$ cat src/rtl/nano_uart_pkg.sv
// Shared definitions for the Nano board UART transmit path.
package nano_uart_pkg;

  localparam int unsigned DEFAULT_CLKS_PER_BIT = 243;
  localparam int unsigned UART_FRAME_BITS      = 10;

  typedef enum logic [1:0] {
    ST_IDLE  = 2'd0,
    ST_START = 2'd1,
    ST_DATA  = 2'd2,
    ST_STOP  = 2'd3
  } estado_t;

endpackage

$ cat src/rtl/uart_tx_saida_fifo_sinc.sv
// Synchronous FIFO buffering processor writes ahead of the serializer.
// Flags are registered from the next-state count.
module fifo_sinc #(
  parameter int unsigned FIFO_AW = 2,
  parameter int unsigned DW      = 8
) (
  input  logic          clk,
  input  logic          rst,
  input  logic          push,
  input  logic          pop,
  input  logic [DW-1:0] din,
  output logic [DW-1:0] dout,
  output logic          cheio,
  output logic          vazio
);

  localparam int unsigned DEPTH = 1 << FIFO_AW;

  logic [DW-1:0]      mem [DEPTH];
  logic [FIFO_AW-1:0] wptr;
  logic [FIFO_AW-1:0] rptr;
  logic [FIFO_AW:0]   count;
  logic [FIFO_AW:0]   count_next;
  logic               do_push;
  logic               do_pop;

  assign do_push = push && !cheio;
  assign do_pop  = pop && !vazio;
  assign dout    = mem[rptr];

  always_comb begin
    count_next = count;
    case ({do_push, do_pop})
      2'b10:   count_next = count + (FIFO_AW+1)'(1);
      2'b01:   count_next = count - (FIFO_AW+1)'(1);
      default: count_next = count;
    endcase
  end

  always_ff @(posedge clk or posedge rst) begin
    if (rst) begin
      wptr  <= '0;
      rptr  <= '0;
      count <= '0;
      cheio <= 1'b0;
      vazio <= 1'b1;
    end else begin
      if (do_push) wptr <= wptr + FIFO_AW'(1);
      if (do_pop)  rptr <= rptr + FIFO_AW'(1);
      count <= count_next;
      cheio <= (count_next == (FIFO_AW+1)'(DEPTH));
      vazio <= (count_next == '0);
    end
  end

  // Storage needs no reset; only the pointers define validity.
  always_ff @(posedge clk) begin
    if (do_push) mem[wptr] <= din;
  end

endmodule

$ cat src/rtl/uart_tx_saida.sv
// UART 8N1 transmitter for the Nano processor output port, fed through a small FIFO.
// Define UART_TX_SAIDA_CHANGE_DETECT_EN to enqueue on data change instead of valido.
module uart_tx_saida
  import nano_uart_pkg::*;
#(
  parameter int unsigned CLKS_PER_BIT = DEFAULT_CLKS_PER_BIT,
  parameter int unsigned FIFO_AW      = 2
) (
  input  logic       clk,
  input  logic       rst,
  input  logic [7:0] dado,
  input  logic       valido,
  output logic       tx,
  output logic       ocupado,
  output logic       cheio,
  output logic       vazio,
  output logic       estouro
);

  localparam int unsigned BAUD_W = (CLKS_PER_BIT > 1) ? $clog2(CLKS_PER_BIT) : 1;
  localparam logic [BAUD_W-1:0] BAUD_MAX = BAUD_W'(CLKS_PER_BIT - 1);
  localparam logic [2:0] LAST_BIT = 3'(UART_FRAME_BITS - 3);

  estado_t           estado;
  logic [BAUD_W-1:0] baud;
  logic [2:0]        bit_idx;
  logic [7:0]        shift;
  logic [7:0]        cabeca;
  logic              quer;
  logic              pop;

`ifdef UART_TX_SAIDA_CHANGE_DETECT_EN
  logic [7:0] ultimo;
  logic       unused_valido;

  assign unused_valido = valido;
  assign quer          = (dado != ultimo);

  // ultimo only advances on an accepted byte, so a change seen while full is retried.
  always_ff @(posedge clk or posedge rst) begin
    if (rst)                ultimo <= 8'h00;
    else if (quer && !cheio) ultimo <= dado;
  end
`else
  assign quer = valido;
`endif

  assign pop = (estado == ST_IDLE) && !vazio;

  fifo_sinc #(
    .FIFO_AW (FIFO_AW),
    .DW      (8)
  ) u_fifo (
    .clk   (clk),
    .rst   (rst),
    .push  (quer),
    .pop   (pop),
    .din   (dado),
    .dout  (cabeca),
    .cheio (cheio),
    .vazio (vazio)
  );

  always_ff @(posedge clk or posedge rst) begin
    if (rst)               estouro <= 1'b0;
    else if (quer && cheio) estouro <= 1'b1;
  end

  // Serializer: each state holds tx for CLKS_PER_BIT cycles.
  always_ff @(posedge clk or posedge rst) begin
    if (rst) begin
      estado  <= ST_IDLE;
      baud    <= '0;
      bit_idx <= '0;
      shift   <= '0;
      tx      <= 1'b1;
      ocupado <= 1'b0;
    end else begin
      case (estado)
        ST_IDLE: begin
          if (!vazio) begin
            shift   <= cabeca;
            baud    <= '0;
            tx      <= 1'b0;
            ocupado <= 1'b1;
            estado  <= ST_START;
          end
        end
        ST_START: begin
          if (baud == BAUD_MAX) begin
            baud    <= '0;
            bit_idx <= '0;
            tx      <= shift[0];
            estado  <= ST_DATA;
          end else begin
            baud <= baud + BAUD_W'(1);
          end
        end
        ST_DATA: begin
          if (baud == BAUD_MAX) begin
            baud  <= '0;
            shift <= {1'b0, shift[7:1]};
            if (bit_idx == LAST_BIT) begin
              tx     <= 1'b1;
              estado <= ST_STOP;
            end else begin
              bit_idx <= bit_idx + 3'(1);
              tx      <= shift[1];
            end
          end else begin
            baud <= baud + BAUD_W'(1);
          end
        end
        ST_STOP: begin
          if (baud == BAUD_MAX) begin
            baud    <= '0;
            ocupado <= 1'b0;
            estado  <= ST_IDLE;
          end else begin
            baud <= baud + BAUD_W'(1);
          end
        end
        default: begin
          estado  <= ST_IDLE;
          tx      <= 1'b1;
          ocupado <= 1'b0;
        end
      endcase
    end
  end

endmodule

$ cat config.mk
export PLATFORM = sky130hd
export DESIGN_NAME = uart_tx_saida
export DESIGN_NICKNAME = d
export VERILOG_FILES = /design/src/rtl/nano_uart_pkg.sv /design/src/rtl/uart_tx_saida_fifo_sinc.sv /design/src/rtl/uart_tx_saida.sv
export SDC_FILE = /design/constraint.sdc
export NUM_CORES = 1
export LEC_CHECK = 0
export CORE_ASPECT_RATIO = 0.9
export CORE_UTILIZATION = 59
export CTS_BUF_LIST = sky130_fd_sc_hd__clkbuf_8 sky130_fd_sc_hd__clkbuf_16
export DETAILED_ROUTE_END_ITERATION = 7
export GPL_ROUTABILITY_DRIVEN = 0
export PLACE_DENSITY = 0.79
export RECOVER_POWER = 25
export SYNTH_ARGS = -nofsm -noshare
export SYNTH_HDL_FRONTEND = slang
export SYNTH_SLANG_ARGS = --single-unit
$ cat constraint.sdc
create_clock -name clk -period 2.8 [get_ports clk]
set_input_delay 0.28 -clock clk [delete_from_list [all_inputs] [get_ports clk]]
set_output_delay 0.28 -clock clk [all_outputs]
set_load 0.1 [all_outputs]
# Yosys cells after proc, flatten, opt, wreduce, memory -nomap -nowiden
# Memories as Yosys holds them, arrays and structs flattened.
# Index checks and enable logic that the tools add are counted.
[totals]
register_bits = 33
latchBits = 0
ram_bits = 32
romBits = 0
inputBits = 11
word_cells = 78
mem_count = 1
[classes]
addsub = 6
multipliers = 0
div_mod_pow = 0
magnitude_cmp = 0
n_eq_ne = 14
shift = 0
n_mux = 27
n_bitwise = 0
reduce_logical = 18
[mem_list]
columns = ["name", "words", "width", "read_ports", "rd_clocked_by_memory_dff", "wr", "line", "rtl"]
rows = [
  ["u_fifo.mem", 4, 8, 1, 0, 1, "uart_tx_saida_fifo_sinc.sv:19", "logic [DW-1:0] mem [DEPTH];"],
]
[op_table]
columns = ["operator", "n"]
rows = [
  ["$mux 8", 4],
  ["$pmux 8 s2", 2],
  ["$ne 2x2->1 const B", 6],
  ["$pmux 3 s2", 2],
  ["$mux 2", 5],
  ["$mux 3", 3],
  ["$add 8x1->8 const B", 1],
  ["$eq 8x8->1 const B", 1],
  ["$mux 1", 8],
  ["$pmux 2 s4", 1],
  ["$reduce_and 4->1", 2],
  ["$add 3x1->3 const B", 2],
  ["$eq 2x2->1 const B", 3],
  ["$eq 3x3->1 const B", 2],
  ["$reduce_and 3->1", 2],
  ["$reduce_bool 2->1", 3],
  ["$reduce_and 5->1", 1],
  ["$add 2x1->2 const B", 2],
  ["$eq 2x1->1 const B", 2],
  ["$logic_and 1x1->1", 4],
  ["$logic_not 3->1", 1],
  ["$pmux 1 s3", 1],
  ["$reduce_bool 3->1", 1],
  ["$reduce_or 3->1", 1],
  ["4 further kinds", 5],
]

# Logic depth before layout (Yosys ltp)
# Gate-level depths: netlist (run 1).
[logic_depth]
ltp_word = 6
depth_mapped = 9
mapped_depth_nobuf = 9

# Cells and area by module
# Synthesis (run 1) repeated with hierarchy kept, for this count alone.
[hier_totals]
hier_cells = 219
hier_area_um2 = 3029.2
[by_module_without_submodules]
columns = ["module", "instances", "cells_per_inst", "area_per_inst_um2", "seq_area_each_um2"]
rows = [
  ["fifo_sinc", 1, 88, 1670.4, 1187.4],
  ["uart_tx_saida", 1, 131, 1358.8, 601.8],
]

# Worst setup path after synthesis (run 1)
# No wires, ideal clock.
[synth_path]
path_type = "register -> register"
startpoint = "register u_fifo.cheio"
endpoint = "register u_fifo.cheio"
setup_ns = 0.073
arrival_ns = 2.504
required_ns = 2.727
setup_slack_ns = 0.223
path_stages_with_launch = 9
path_buffers = 1
period_less_slack_ns = 2.577
cell_sequence = "dfrtp_1 -> nor2b_1 -> clkbuf_1 -> inv_1 -> ha_1 -> fa_1 -> mux2_2 -> or2_2 -> nor2b_1"
[synth_via]
elab_chain_cells = 5
elab_cells_between_ends = 6
[synth_rtl]
columns = ["element", "line", "rtl"]
rows = [
  ["start, declared", "uart_tx_saida_fifo_sinc.sv:13", "output logic cheio,"],
  ["start signal, assigned", "uart_tx_saida_fifo_sinc.sv:51", "cheio <= (count_next == (FIFO_AW+1)'(DEPTH));"],
  ["$logic_not 1->1 (*)", "uart_tx_saida_fifo_sinc.sv:27", "assign do_push = push && !cheio;"],
  ["$logic_and 1x1->1 (*)", "uart_tx_saida_fifo_sinc.sv:27", ""],
  ["$eq 2x1->1 or $eq 2x2->1 (tied branches)", "uart_tx_saida_fifo_sinc.sv:33", "case ({do_push, do_pop})"],
  ["$pmux 3 s2 (*)", "uart_tx_saida_fifo_sinc.sv:33", ""],
  ["via u_fifo.count_next[1]", "uart_tx_saida_fifo_sinc.sv:23", "logic [FIFO_AW:0] count_next;"],
  ["$eq 3x3->1 (*)", "uart_tx_saida_fifo_sinc.sv:51", ""],
]
# The timed path passes the listed nets; every way through them passes the cells marked *.
# A chain may end at the register's enable or synchronous reset.

# Worst setup path after layout (run 1)
[layout_path]
startpoint = "register estado[0]"
endpoint = "register u_fifo.cheio"
[layout_via]
elab_chain_cells = 6
elab_cells_between_ends = 7
[layout_rtl]
columns = ["element", "line", "rtl"]
rows = [
  ["start, declared", "uart_tx_saida.sv:24", "estado_t estado;"],
  ["start signal, assigned", "uart_tx_saida.sv:72", "estado <= ST_IDLE;"],
  ["start signal, assigned", "uart_tx_saida.sv:86", "estado <= ST_START;"],
  ["start signal, assigned", "uart_tx_saida.sv:94", "estado <= ST_DATA;"],
  ["$logic_not 2->1 (*)", "uart_tx_saida.sv:48", "assign pop = (estado == ST_IDLE) && !vazio;"],
  ["$logic_and 1x1->1 (*)", "uart_tx_saida.sv:48", ""],
  ["$logic_and 1x1->1 (*)", "uart_tx_saida_fifo_sinc.sv:28", "assign do_pop = pop && !vazio;"],
  ["$eq 2x1->1 or $eq 2x2->1 (tied branches)", "uart_tx_saida_fifo_sinc.sv:33", ""],
  ["$pmux 3 s2 (*)", "uart_tx_saida_fifo_sinc.sv:33", ""],
  ["via u_fifo.count_next[1]", "uart_tx_saida_fifo_sinc.sv:23", ""],
  ["$eq 3x3->1 (*)", "uart_tx_saida_fifo_sinc.sv:51", ""],
]
# Marks and branches as above.

==> results of run 1 <==
-- power groups by stage --
stage | clock, uW | combinational, uW | sequential [uW]
final | 653 | 1480 | 1480
after global routing | 715 | 1650 | 1510
after CTS | 669 | 1490 | 1480
after detailed placement | 0 | 1490 | 1500
after global placement | 0 | 1450 | 1480
after floorplan | 0 | 1100 | 1580
-- worst max-delay path, stage by stage, from the launching register on --
cell and delay [ns]:
dfrtp_1 0.41, inv_1 0.13, ha_1 0.25, nor2b_1 0.23
ha_1 0.23, fa_1 0.42, mux2_2 0.28, or2_2 0.28
nor2b_1 0.11
-- per-layer routing --
metal  global-route usage [%]  wire [um]  vias up
li1                         -          -      854
met1                     24.9       2210      843
met2                     35.0       2320       25
met4                     8.81         83        0
met3                     9.08        164        7
met5                        0          0        -
-- cell type report --
cell class,count,area [sq um]
sequential,65,1790
fill,367,1500
multi-input combinational,138,1110
timing repair buffer,19,168
clock buffer,9,124
tap,65,81.3
inverter,15,56.3
clock inverter,7,40.0
-- cell usage in the layout, fill, tap and decap left out, drive strengths merged, types with 5 or more instances in the layout --
cell type	synthesis	layout
ha	14	14
nor2b	7	7
mux2	13	13
and2	6	6
nor2	13	13
inv	15	17
buf	3	9
a221oi	5	5
nand3	5	5
dfrtp	31	31
clkbuf	3	9
xor2	7	7
o21ai	7	7
dlygate4sd3	0	9
nand2	13	13
edfxtp	32	32
mux2i	8	8
a21oi	7	7
-- cell families after synthesis --
group | count (synthesis)
flops | 65
simple gates | 56
compound gates | 34
mux | 22
buf+inv | 21
fa+ha+maj | 15
xor+xnor | 11
-- stage by stage --
step	power, uW	setup WS, ns	area, sq um
CTS	3640	0.387	3360
global route	3880	0.267	3360
floorplan	2670	0.223	2990
detailed placement	2990	0.373	3200
finish	3610	0.404	3360
global placement	2930	0.461	3200
-- state kept, by name, indices dropped and copies added (netlist names), 2 cells and up --
name / flops
baud: 8
bit_idx: 3
shift: 8
estado: 2
u_fifo.rptr: 2
u_fifo.count: 3
u_fifo.wptr: 2
u_fifo.mem: 32
-- final timing paths --
kind                       slack (ns)  startpoint  cells after the start      endpoint
hold / removal                   0.25         rst                      2       estouro
hold reg to reg                  0.47     estouro                      1       estouro
min in group clk                 0.47     estouro                      1       estouro
setup / recovery                 0.40   estado[0]                      8  u_fifo.cheio
max in group asynchronous        1.92         rst                      3            tx
setup reg to reg                 0.40   estado[0]                      8  u_fifo.cheio
==> metrics.md, run 1 <==
| Metric | Value |
|---|---|
| Compound-gate portion of the synthesized area | 8.79% |
| Critical path type | reg2reg |
| Post-route DRC | 0 |
| CTS tree | yes |
| Synth area leader | edfxtp_1 |
| Gate power share | 40.9% |
| Root Driver | clkbuf_8 |
| Maximum buffer depth of the clock tree | 2 |
| Syn Area/Cell | 13.3 sq um |
| Finished Core Util | 69.2% |
| Routed WL per cell | 15.0 um |
| Final Max Slew Viols | 0 |
| Seq cells post-synth | 65 |
| Vias/cell | 5.44 |
| Overall Global Routing Usage | 21.4% |
| First-pass GRT wire length | 8.29 mm |
| Share of layout cells above drive strength 1 | 18.2% |
| Pint | 2270 uW |
| Area delta synth->final | 12.6% |
| Synth Area in Adders | 6.53% |
| Syn Nets | 250 |
| CTS resizes | 0 |
| Max_cap viols | 0 |
| Sequential-to-total area share from yosys stat | 59.9% |
| Number of synthesized flops with an enable pin | 32 |
| Post-CTS Setup Bufs | 0 |
| Largest net degree at the start of global routing | 31 |
| Synth Area in Simple Gates | 10.0% |
| Post-layout min period | 2.40 ns |
| Ranking of synthesized cells by area | edfxtp_1 (32%), dfrtp_1 (26%), ha_1 (5.9%), mux2_2 (4.5%), mux2i_1 (2.7%) |
| Initial antenna violation count | 0 |
| Post-synth ARST share | 50.8% |
| NetSw | 1340 uW |
| Final setup fails | 0 |
| DP Wirelength | 3.36 mm |
| RSZ-0062 raised after global routing | no |
| Total Wirelength | 4.77 mm |
| ANT cells | 0 |
| Most common cell in the netlist | edfxtp_1 |
| Largest family of logic cells by synthesized area | simple AND/OR/NAND/NOR gates |
| Placed Instances | 302 |
| I/O pin total | 16 |
| Clk pwr share | 18.1% |
| Mux share of post-synthesis cell area | 8.46% |
| Fin crit share | 85.6% |
| Die Ht | 69.5 um |
| Clk_skew | 0.0101 ns |
| Post-synthesis cell count | 224 |
| Slew margin rel. | 51.1% |
| Slew @ Worst Pin | 0.733 ns |
| Port Buffers | 15 |
| Pleak | 0.00140 uW |
| Std cell rows | 24 |
| Total clock sinks | 65 |
| Synthesized area | 2990 sq um |
| Synth cell count leaders | edfxtp_1 (32), dfrtp_1 (31), inv_1 (15), ha_1 (14), nor2_1 (13) |
| Hold slack | 0.246 ns |
| # hold bufs at CTS | 0 |
| Core Area | 4860 sq um |
| Worst skew pair latency | 0.34 ns |
| Worst Setup Start Kind | flop |
| Vias in the first global route | 1810 |
| Via count | 1729 |
| Total negative slack | 0 ns |
| Cell Pwr Density | 1070 nW/um^2 |
| Reg power frac | 41.0% |
| Gr ovfl total | 0 |
| Share of the synthesized area in the top cell type | 32.1% |
| Hold/Removal Path Class | in2async |
| Required @ worst endpoint | 3.08 ns |
| Worst-path clk slew | 0.07 ns |
| Dominant synthesized flop cell | edfxtp_1 |
| TritonRoute pass-1 iters | 4 |
| Die Span X | 77.0 um |
| CTS Buf Count | 9 |
| CP endpoint kind | flop |
| Fmax | 0.417 GHz |
| Final hold violations | 0 |
| CP Max Fanout | 6 |
| Post-Synth XOR/XNOR Area | 3.22% |
| Finished Layout Cells | 318 |
| Starting Density | 61.4% |
| Total Nets Final | 274 |
| Die area | 5360 sq um |
| Syn. warnings | 0 |
| Iter 0 DRT Violations | 57 |
| Outcome | completed |
| WP data arrival | 2.67 ns |
| Maximum VDD drop | 0.549 mV |
| Distinct cells, synth | 45 |
| Sw Share | 37.2% |
| H-tree lvl count | 3 |
| Final ANT Viol Nets | 0 |
Note: power is estimated with default switching activity, not from simulation.
==> inputs of run 2 (changes only) <==
--- a/config.mk
+++ b/config.mk
@@ -5,6 +5,7 @@
 export SDC_FILE = /design/constraint.sdc
 export NUM_CORES = 1
 export LEC_CHECK = 0
+export ABC_AREA = 1
 export CORE_ASPECT_RATIO = 0.9
 export CORE_UTILIZATION = 59
 export CTS_BUF_LIST = sky130_fd_sc_hd__clkbuf_8 sky130_fd_sc_hd__clkbuf_16
@@ -12,6 +13,7 @@
 export GPL_ROUTABILITY_DRIVEN = 0
 export PLACE_DENSITY = 0.79
 export RECOVER_POWER = 25
+export REMOVE_ABC_BUFFERS = 1
 export SYNTH_ARGS = -nofsm -noshare
 export SYNTH_HDL_FRONTEND = slang
 export SYNTH_SLANG_ARGS = --single-unit
==> constraint.sdc (replaced) <==
create_clock -name clk -period 2.8 [get_ports clk]
set_input_delay 0.42 -clock clk [delete_from_list [all_inputs] [get_ports clk]]
set_output_delay 0.42 -clock clk [all_outputs]
set_load 0.1 [all_outputs]
==> run 2 against run 1 <==
Effect of this change:
- the run now ends with max-capacitance violations, max-slew violations left
- cell count rose by 30%
- combinational power shrank 75%
- via count is 23% higher
- critical path type unchanged
- largest cell class unchanged
- largest power group unchanged
- highest routed layer unchanged
==> metrics.md, run 2 <==
| Metric | Value |
|---|---|
| Number of synthesized flops with an enable pin | 32 (unchanged) |
| Gr ovfl total | 0 (unchanged) |
| Final ANT Viol Nets | 0 (unchanged) |
| CTS Buf Count | 9 (unchanged) |
| CTS resizes | 0 (unchanged) |
| FF-to-FF setup slack | 0.23 ns (was 0.40 ns) |
| Outcome | finished, violations left (was completed) |
| Failing checks | max-capacitance violations, max-slew violations |
| Via count | 2120 (was 1729) |
| Sequential-to-total area share from yosys stat | 57.5% (was 59.9%) |
| Final WS setup | 0.227 ns (was 0.404 ns) |
| Vias/cell | 5.12 (was 5.44) |
| Synthesized area | 3110 sq um (was 2990 sq um) |
| CP Max Fanout | 4 (was 6) |
| CP endpoint kind | flop (unchanged) |
| H-tree lvl count | 3 (unchanged) |
| Most common cell after layout, fill and taps aside | nand2_1 (was edfxtp_1) |
| Port Buffers | 15 (unchanged) |
| Fill cells | 361 (was 367) |
| Iter 0 DRT Violations | 164 (was 57) |
| Post-place setup slack | 0.240 ns (was 0.373 ns) |
| Total Nets Final | 370 (was 274) |
| Pleak | 0.00163 uW (was 0.00140 uW) |
| WP data arrival | 2.84 ns (was 2.67 ns) |
| Most frequent cells in the layout | nand2_1 (110), inv_1 (32), edfxtp_1 (32) (was edfxtp_1 (32), dfrtp_1 (31), inv_1 (17)) |
| Final Max Slew Viols | 34 (was 0) |
| Share of layout cells above drive strength 1 | 12.9% (was 18.2%) |
| Seq. cell area | 1790 sq um (unchanged) |
| Max reg flops | 32 (unchanged) |
| Largest regs | u_fifo.mem x32, baud x8, shift x8 (unchanged) |
| RSZ-0062 raised after global routing | no (unchanged) |
| Die area | 5570 sq um (was 5360 sq um) |
| Share of the synthesized area in the top cell type | 30.9% (was 32.1%) |
| Overall Global Routing Usage | 23.9% (was 21.4%) |
| Post-layout min period | 2.57 ns (was 2.40 ns) |
| Multi-input logic area | 1150 sq um (was 1110 sq um) |
| Root Driver | clkbuf_8 (unchanged) |
| Post-synthesis cell count | 321 (was 224) |
| Distinct cells, synth | 32 (was 45) |
| Pwr Total | 2350 uW (was 3610 uW) |
| Worst skew pair latency | 0.34 ns (about the same) |
| Slew margin rel. | -16.4% (was 51.1%) |
| I/O pin total | 16 (unchanged) |
| DP Wirelength | 3.85 mm (was 3.36 mm) |
| Most common cell in the netlist | nand2_1 (was edfxtp_1) |
| Hold/Removal Path Class | reg2reg (was in2async) |
| Required @ worst endpoint | 3.07 ns (was 3.08 ns) |
| Slew @ Worst Pin | 1.75 ns (was 0.733 ns) |
| Post-route DRC | 0 (unchanged) |
| Largest Register | u_fifo.mem (unchanged) |
| Starting Density | 62.8% (was 61.4%) |
| Fmax | 0.389 GHz (was 0.417 GHz) |
| # hold bufs at CTS | 0 (unchanged) |
| Critical register-to-register path startpoint | estado[0] (unchanged) |
| Reg2reg end | u_fifo.cheio (unchanged) |
| Worst-path clk slew | 0.07 ns (about the same) |
| Ranking of synthesized cells by area | edfxtp_1 (31%), dfrtp_1 (25%), nand2_1 (13%), ha_1 (5.6%), nand3_1 (4.8%) (was edfxtp_1 (32%), dfrtp_1 (26%), ha_1 (5.9%), mux2_2 (4.5%), mux2i_1 (2.7%)) |
| Total negative slack | 0 ns (unchanged) |
| Clk_skew | 0.00673 ns (was 0.0101 ns) |
| Fin crit share | 91.9% (was 85.6%) |
| Cell Pwr Density | 672 nW/um^2 (was 1070 nW/um^2) |
| Core Area | 4950 sq um (was 4860 sq um) |
| Max_cap viols | 1 (was 0) |
| Total clock sinks | 65 (unchanged) |
| Seq cells post-synth | 65 (unchanged) |
| First-pass GRT wire length | 9.81 mm (was 8.29 mm) |
| Final hold violations | 0 (unchanged) |
| TritonRoute pass-1 iters | 4 (unchanged) |
| Setup crit end | u_fifo.cheio (unchanged) |
| Vias in the first global route | 2180 (was 1810) |
| CTS tree | yes (unchanged) |
| Syn. warnings | 0 (unchanged) |
| Routed WL per cell | 13.5 um (was 15.0 um) |
| ANT cells | 0 (unchanged) |
| Initial antenna violation count | 0 (unchanged) |
| Area delta synth->final | 12.2% (was 12.6%) |
| Dominant synthesized flop cell | edfxtp_1 (unchanged) |
| Syn Area/Cell | 9.69 sq um (was 13.3 sq um) |
| Synth area leader | edfxtp_1 (unchanged) |
| Post-CTS Setup Bufs | 0 (unchanged) |
| Std cell rows | 24 (unchanged) |
| Post-synth ARST share | 50.8% (unchanged) |
| Worst Setup Start Kind | flop (unchanged) |
| Total Wirelength | 5.58 mm (was 4.77 mm) |
| Die Span X | 78.5 um (was 77.0 um) |
| Die Ht | 70.9 um (was 69.5 um) |
| Maximum buffer depth of the clock tree | 2 (unchanged) |
| Setup crit start | estado[0] (unchanged) |
| Largest net degree at the start of global routing | 34 (was 31) |
| Maximum VDD drop | 0.580 mV (was 0.549 mV) |
| Worst Reg-to-Reg Cells | 10 (was 8) |
| Synth cell count leaders | nand2_1 (110), edfxtp_1 (32), dfrtp_1 (31), nand3_1 (30), inv_1 (29) (was edfxtp_1 (32), dfrtp_1 (31), inv_1 (15), ha_1 (14), nor2_1 (13)) |
| Critical path type | reg2reg (unchanged) |
| Final setup fails | 0 (unchanged) |
## run 2: cell types whose count changed after synthesis, moves of 7 or more
cell and delta:
inv_1 +14, mux2_2 -12, mux2i_1 -8, nand2_1 +98, nand3_1 +25, nor2_1 +9, nor2b_1 -7
## run 2: cells by family after synthesis
kind of cell,Yosys count,synth area share (%)
buffers and inverters,39,5.51
AND/OR/NAND/NOR,180,25.0
XOR/XNOR,6,1.69
flip-flops,65,57.5
AO/OA/AOI/OAI,16,4.02
adder cells (fa/ha/maj),15,6.28
## run 2: cell type report
type	instances	share of cell area, %
clock buffers	10	3.94
well taps	65	2.33
inverters	33	3.55
clock inverters	6	1.47
repair buffers	18	4.48
multi-input cells	217	33.0
flip-flops and latches	65	51.3
## run 2: metal layers
| layer | share of wire (%) | track usage (%) | up-vias |
|---|---|---|---|
| li1 | - | - | 1075 |
| met1 | 45 | 31.3 | 993 |
| met2 | 48 | 35.4 | 45 |
| met3 | 5.9 | 8.65 | 7 |
| met4 | 1.2 | 11.5 | 0 |
| met5 | 0 | 0 | - |
## run 2: worst min path at each step
stage                        start           end  slack (ns)  depth (start not counted)
after floorplan           shift[4]      shift[4]        0.44                          2
after detailed placement   estouro       estouro        0.45                          1
after CTS                      rst  u_fifo.cheio        0.47                          3
after global placement     estouro       estouro        0.44                          1
after global routing            tx            tx        0.49                          2
final                      estouro       estouro        0.46                          1
## run 2: power by group
group          switching [uW]  leakage, uW  internal, uW
Sequential               57.1     0.000685          1150
Clock                     341     0.000110           423
Combinational             255     0.000836           122
## run 2: worst max-delay path: stages (launching register included)
cell     delay [ns]
dfrtp_1        0.41
inv_1          0.14
ha_1           0.31
inv_1          0.11
nor2_1         0.23
ha_1           0.26
fa_1           0.43
inv_1          0.06
o21ai_0        0.09
or2_2          0.33
nor2_1         0.12
## run 2: stage by stage
| step | instances | util, % | hold slack [ns] | cell area, sq um |
|---|---|---|---|---|
| after CTS | 414 | 70.5 | 0.467 | 3490 |
| after floorplan | 315 | - | 0.442 | 3060 |
| final | 414 | 70.4 | 0.460 | 3490 |
| after detailed placement | 398 | 66.7 | 0.450 | 3300 |
| after global routing | 414 | 70.4 | 0.487 | 3490 |
| after global placement | 398 | 66.7 | 0.444 | 3300 |
==> variant 1: new RTL, config.mk and constraints of run 1 <==
Re-encode `estado_t` (4 values) as Gray code, 2 bits wide.
--- a/src/rtl/nano_uart_pkg.sv
+++ b/src/rtl/nano_uart_pkg.sv
@@ -5,10 +5,10 @@
   localparam int unsigned UART_FRAME_BITS      = 10;
 
   typedef enum logic [1:0] {
-    ST_IDLE  = 2'd0,
-    ST_START = 2'd1,
-    ST_DATA  = 2'd2,
-    ST_STOP  = 2'd3
+    ST_IDLE  = 2'b00,
+    ST_START = 2'b01,
+    ST_DATA  = 2'b11,
+    ST_STOP  = 2'b10
   } estado_t;
 
 endpackage
Function: no difference found for any inputs over 10 cycles, from zero or initial values and one cycle with rst high; not proved beyond that.
==> variant 1 against run 1 <==
The run now ends with capacitance limit, slew limit left; first-iteration DRC count grew 98%; final area shrank 3.6%; maximum frequency shrank 0.93%; utilization grew 2.2 points; synthesized area shrank 4.2%; routed wire length grew 1.6%; setup slack lost 0.022 ns; sequential cell count is the same; critical path type unchanged.
Power is not compared: it rests on default switching activity, and its combinational part moved more than twofold at a synthesized area within 25%.
==> variant 1: results (changes against run 1) <==
STATUS
---------------------------------------------------------------------------
Outcome ...................................................... complete, but fails checks
Failing checks ............................................... capacitance limit, slew limit

GRT
---------------------------------------------------------------------------
Global Route Usage Sum .......................................        22.4%   +0.98 points
Antenna violations before repair .............................            1   +1
Wire length of the first global-routing pass .................      8.01 mm   -3.3%
Maximum number of pins on one net before global-route repair .           34   +9.7%
Vias in the first global route ...............................         1647   -9.0%

CRITICAL PATH
---------------------------------------------------------------------------
Crit path max fanout .........................................            5   -1
Count of cells along the worst register-to-register path .....            7   -1
Highest cell delay on the worst timing path ..................      0.48 ns   +0.06 ns
Critical path data arrival time ..............................      2.68 ns   about the same
Worst-path cell with the longest stage delay ................. sky130_fd_sc_hd__or3_1
Cell family with most CP delay ............................... simple AND/OR/NAND/NOR gates

CTS
---------------------------------------------------------------------------
Post-CTS setup repair buffer count ...........................            0   unchanged
CTS H-tree lvls ..............................................            3   unchanged
Quantity of gates resized following cts ......................            0   unchanged
CTS buffer count .............................................            9   unchanged

DETAILED ROUTING
---------------------------------------------------------------------------
Routed vias/inst .............................................         5.52   +1.5%
Vias after detailed routing ..................................         1717   -0.69%
Number of DRC markers in iteration 0 .........................          113   +98%
Routed Wire Length ...........................................      4.84 mm   +1.6%

TIMING
---------------------------------------------------------------------------
Slew of the pin with the lowest slew margin ..................      1.75 ns   +1.02 ns
Max Clock Skew ...............................................    0.0138 ns   +0.00371 ns
Max-slew violation count .....................................           34   +34

MIN PATH
---------------------------------------------------------------------------
Tightest Hold Check Type .....................................   reg -> reg

PLACEMENT
---------------------------------------------------------------------------
# placed instances ...........................................          295   -2.3%
Final HPWL DP ................................................      3.31 mm   -1.7%
Post-Place Worst Slack .......................................     0.375 ns   +0.00218 ns
Area of placed instances .....................................  0.00305 mm2   -4.7%

FINAL LAYOUT
---------------------------------------------------------------------------
Number of inserted filler cells in the final layout ..........          322   -12%
Ratio of cells with drive above 1 in the final layout ........        13.3%   -4.9 points
Net count of the finished layout .............................          265   -3.3%

YOSYS
---------------------------------------------------------------------------
Sequential-to-total area share from yosys stat ...............        62.5%   +2.6 points
Top area cells in the synthesized netlist .................... sky130_fd_sc_hd__edfxtp_1 (34%), sky130_fd_sc_hd__dfrtp_1 (27%), sky130_fd_sc_hd__mux2i_1 (4.9%), sky130_fd_sc_hd__ha_1 (3.9%), sky130_fd_sc_hd__o21ai_0 (3.5%)
Post-synth EDFFs .............................................           32   unchanged
Top cell types by occurrence after synthesis ................. sky130_fd_sc_hd__edfxtp_1 (32), sky130_fd_sc_hd__dfrtp_1 (31), sky130_fd_sc_hd__nand2_1 (26), sky130_fd_sc_hd__o21ai_0 (20), sky130_fd_sc_hd__mux2i_1 (14)
Number of distinct library cells after synthesis .............           46   +2.2%
Mapped Cells .................................................          223   -0.45%
Post-Syn Nets ................................................          244   -2.4%
Yosys warnings ...............................................            0   unchanged

JOB
---------------------------------------------------------------------------
Number of violations of the max-capacitance limit ............            1   +1

variant 1: cell types whose count changed after synthesis, sizes merged, moves of 7 or more:
cell / run 1 / this run
o21ai: 7 / 23
nand2: 13 / 26
mux2: 13 / 1
nor2: 13 / 4
a22oi: 0 / 7
inv: 15 / 8
variant 1: routing by layer:
| metal | share of wire [%] | up-vias | global-route usage [%] |
|---|---|---|---|
| li1 | - | 858 | - |
| met1 | 47 | 807 | 32.1 |
| met2 | 47 | 48 | 31.9 |
| met3 | 5.9 | 4 | 5.89 |
| met4 | 0.66 | 0 | 10.6 |
| met5 | 0 | - | 0 |
variant 1: worst paths after layout:
kind,to,slack [ns]
min in group asynchronous,shift[7],0.87
min,u_fifo.count[2],0.48
max reg2reg,u_fifo.cheio,0.38
max,u_fifo.cheio,0.38
max in group asynchronous,ocupado,0.91
min reg2reg,u_fifo.count[2],0.48
variant 1: cell type report:
type / instances / area share (%)
Multi-Input combinational cell: 140 / 30.2
Timing Repair Buffer: 20 / 5.28
Sequential cell: 65 / 55.1
Inverter: 8 / 0.926
Tap cell: 62 / 2.39
Clock inverter: 5 / 1.08
Clock buffer: 11 / 5.01
variant 1: kinds of logic (layout without fill, tap and decap cells):
family,count (synthesis),in the layout,share of synthesized area (%)
buffers and inverters,18,44,3.32
AO/OA/AOI/OAI,50,50,11.1
flip-flops,65,65,62.5
AND/OR/NAND/NOR,57,57,10.2
adder cells (fa/ha/maj),10,10,4.63
multiplexers,16,16,6.07
XOR/XNOR,7,7,2.14
variant 1: power breakdown:
part,switching (mW),internal [mW]
Sequential,0.146,1.25
Clock,0.358,0.401
Combinational,0.431,0.296
==> variant 2: new RTL, flow settings as in run 1 <==
Without the edit above. `FIFO_AW` is set to 2 in 2 places; all go to 1.
--- a/src/rtl/uart_tx_saida_fifo_sinc.sv
+++ b/src/rtl/uart_tx_saida_fifo_sinc.sv
@@ -1,7 +1,7 @@
 // Synchronous FIFO buffering processor writes ahead of the serializer.
 // Flags are registered from the next-state count.
 module fifo_sinc #(
-  parameter int unsigned FIFO_AW = 2,
+  parameter int unsigned FIFO_AW = 1,
   parameter int unsigned DW      = 8
 ) (
   input  logic          clk,
--- a/src/rtl/uart_tx_saida.sv
+++ b/src/rtl/uart_tx_saida.sv
@@ -4,7 +4,7 @@
   import nano_uart_pkg::*;
 #(
   parameter int unsigned CLKS_PER_BIT = DEFAULT_CLKS_PER_BIT,
-  parameter int unsigned FIFO_AW      = 2
+  parameter int unsigned FIFO_AW      = 1
 ) (
   input  logic       clk,
   input  logic       rst,
Formal check against the unedited RTL: not equivalent (a bounded check fails within 4 cycles, from zero or initial values and one cycle with rst high).
==> variant 2 against run 1 <==
The run now ends with capacitance limit, slew limit left; maximum frequency up 4.4%; setup slack better by 0.10 ns; critical path depth down 2; sequential share of layout area down 1.5 points; sequential power down 27%; utilization up 1.5 points; worst hold slack better by 0.23 ns; synthesized area down 30%; total power down 30%; routed wire length down 20%; clock power down 28%; combinational power down 35%; final area down 29%; sequential cell count down 19; critical endpoint is now shift[1]; largest cell class unchanged.
==> variant 2: results (changes against run 1) <==
STATUS
-----------------------------------------------------------------------
Outcome .................................................. complete, but fails checks
Failing checks ........................................... capacitance limit, slew limit

DETAILED ROUTING
-----------------------------------------------------------------------
Routed Wire Length .......................................      3.82 mm   -20%
Met1 wire length .........................................      1.82 mm   -18%
Number of DRC markers in iteration 0 .....................          105   +84%
DR WL met3 ...............................................       176 um   +7.3%

FINAL LAYOUT
-----------------------------------------------------------------------
Number of non-filler instances in the completed layout ...          233   -27%
Number of flip-flops in the largest register .............           16   -50%
Registers with the highest flip-flop counts .............. u_fifo.mem: 16 flops, baud: 8 flops, shift: 8 flops
Net count of the finished layout .........................          209   -24%

TIMING
-----------------------------------------------------------------------
Max Clock Skew ...........................................   0.00548 ns   -0.00459 ns
Max-slew violation count .................................           31   +31
Slew HR ..................................................       -4.73%   -56 points

JOB
-----------------------------------------------------------------------
Number of violations of the max-capacitance limit ........            1   +1

CTS
-----------------------------------------------------------------------
CTS H-tree lvls ..........................................            2   -1
CTS buffer count .........................................            5   -4

YOSYS
-----------------------------------------------------------------------
Post-synth EDFFs .........................................           16   -50%
Post-Syn Nets ............................................          188   -25%
Sequential-to-total area share from yosys stat ...........        59.0%   -0.89 points
Post-synthesis mux area share ............................        5.38%   -3.1 points
Area share of fa/ha/maj cells after synthesis ............        5.98%   -0.55 points
Top area cells in the synthesized netlist ................ sky130_fd_sc_hd__dfrtp_1 (33%), sky130_fd_sc_hd__edfxtp_1 (23%), sky130_fd_sc_hd__ha_1 (6.0%), sky130_fd_sc_hd__mux2i_1 (4.3%), sky130_fd_sc_hd__nor2_1 (3.8%)
Complex-gate fraction of the synthesized area ............        11.6%   +2.8 points

PLACEMENT
-----------------------------------------------------------------------
Post-Place Worst Slack ...................................     0.556 ns   +0.183 ns
Area of placed instances .................................  0.00228 mm2   -29%

POWER AND IR DROP
-----------------------------------------------------------------------
Fraction of power spent switching nets ...................        37.8%   +0.66 points

CRITICAL PATH
-----------------------------------------------------------------------
Crit path max fanout .....................................            8   +2
Critical path data arrival time ..........................      2.47 ns   -0.20 ns
Highest cell delay on the worst timing path ..............      0.57 ns   +0.15 ns
Count of cells along the worst register-to-register path .            6   -2

GRT
-----------------------------------------------------------------------
Vias in the first global route ...........................         1407   -22%

[variant 2: cell types whose count changed in the layout (fill, tap and decap cells not counted), sizes merged, moves of 5 or more]
| cell | delta |
|---|---|
| and2 | -5 |
| nor2 | +8 |
| nand2 | -7 |
| inv | -6 |
| a221oi | -5 |
| nand3 | -5 |
| a221o | +7 |
| edfxtp | -16 |
| mux2 | -11 |
| nor2b | -6 |
[variant 2: final cells by class]
cell class | count | area (um2)
sequential | 46 | 1230
fill | 250 | 991
multi-input combinational | 110 | 817
timing repair buffer | 16 | 141
clock buffer | 5 | 68.8
tap | 44 | 55.1
clock inverter | 3 | 37.5
inverter | 9 | 33.8
[variant 2: power by group through the flow]
stage | sequential (mW) | clock (mW) | combinational, mW
global placement | 1.07 | 0 | 0.911
finish | 1.08 | 0.471 | 0.969
detailed placement | 1.09 | 0 | 0.968
global route | 1.10 | 0.509 | 1.07
floorplan | 1.15 | 0 | 0.669
CTS | 1.08 | 0.473 | 0.971
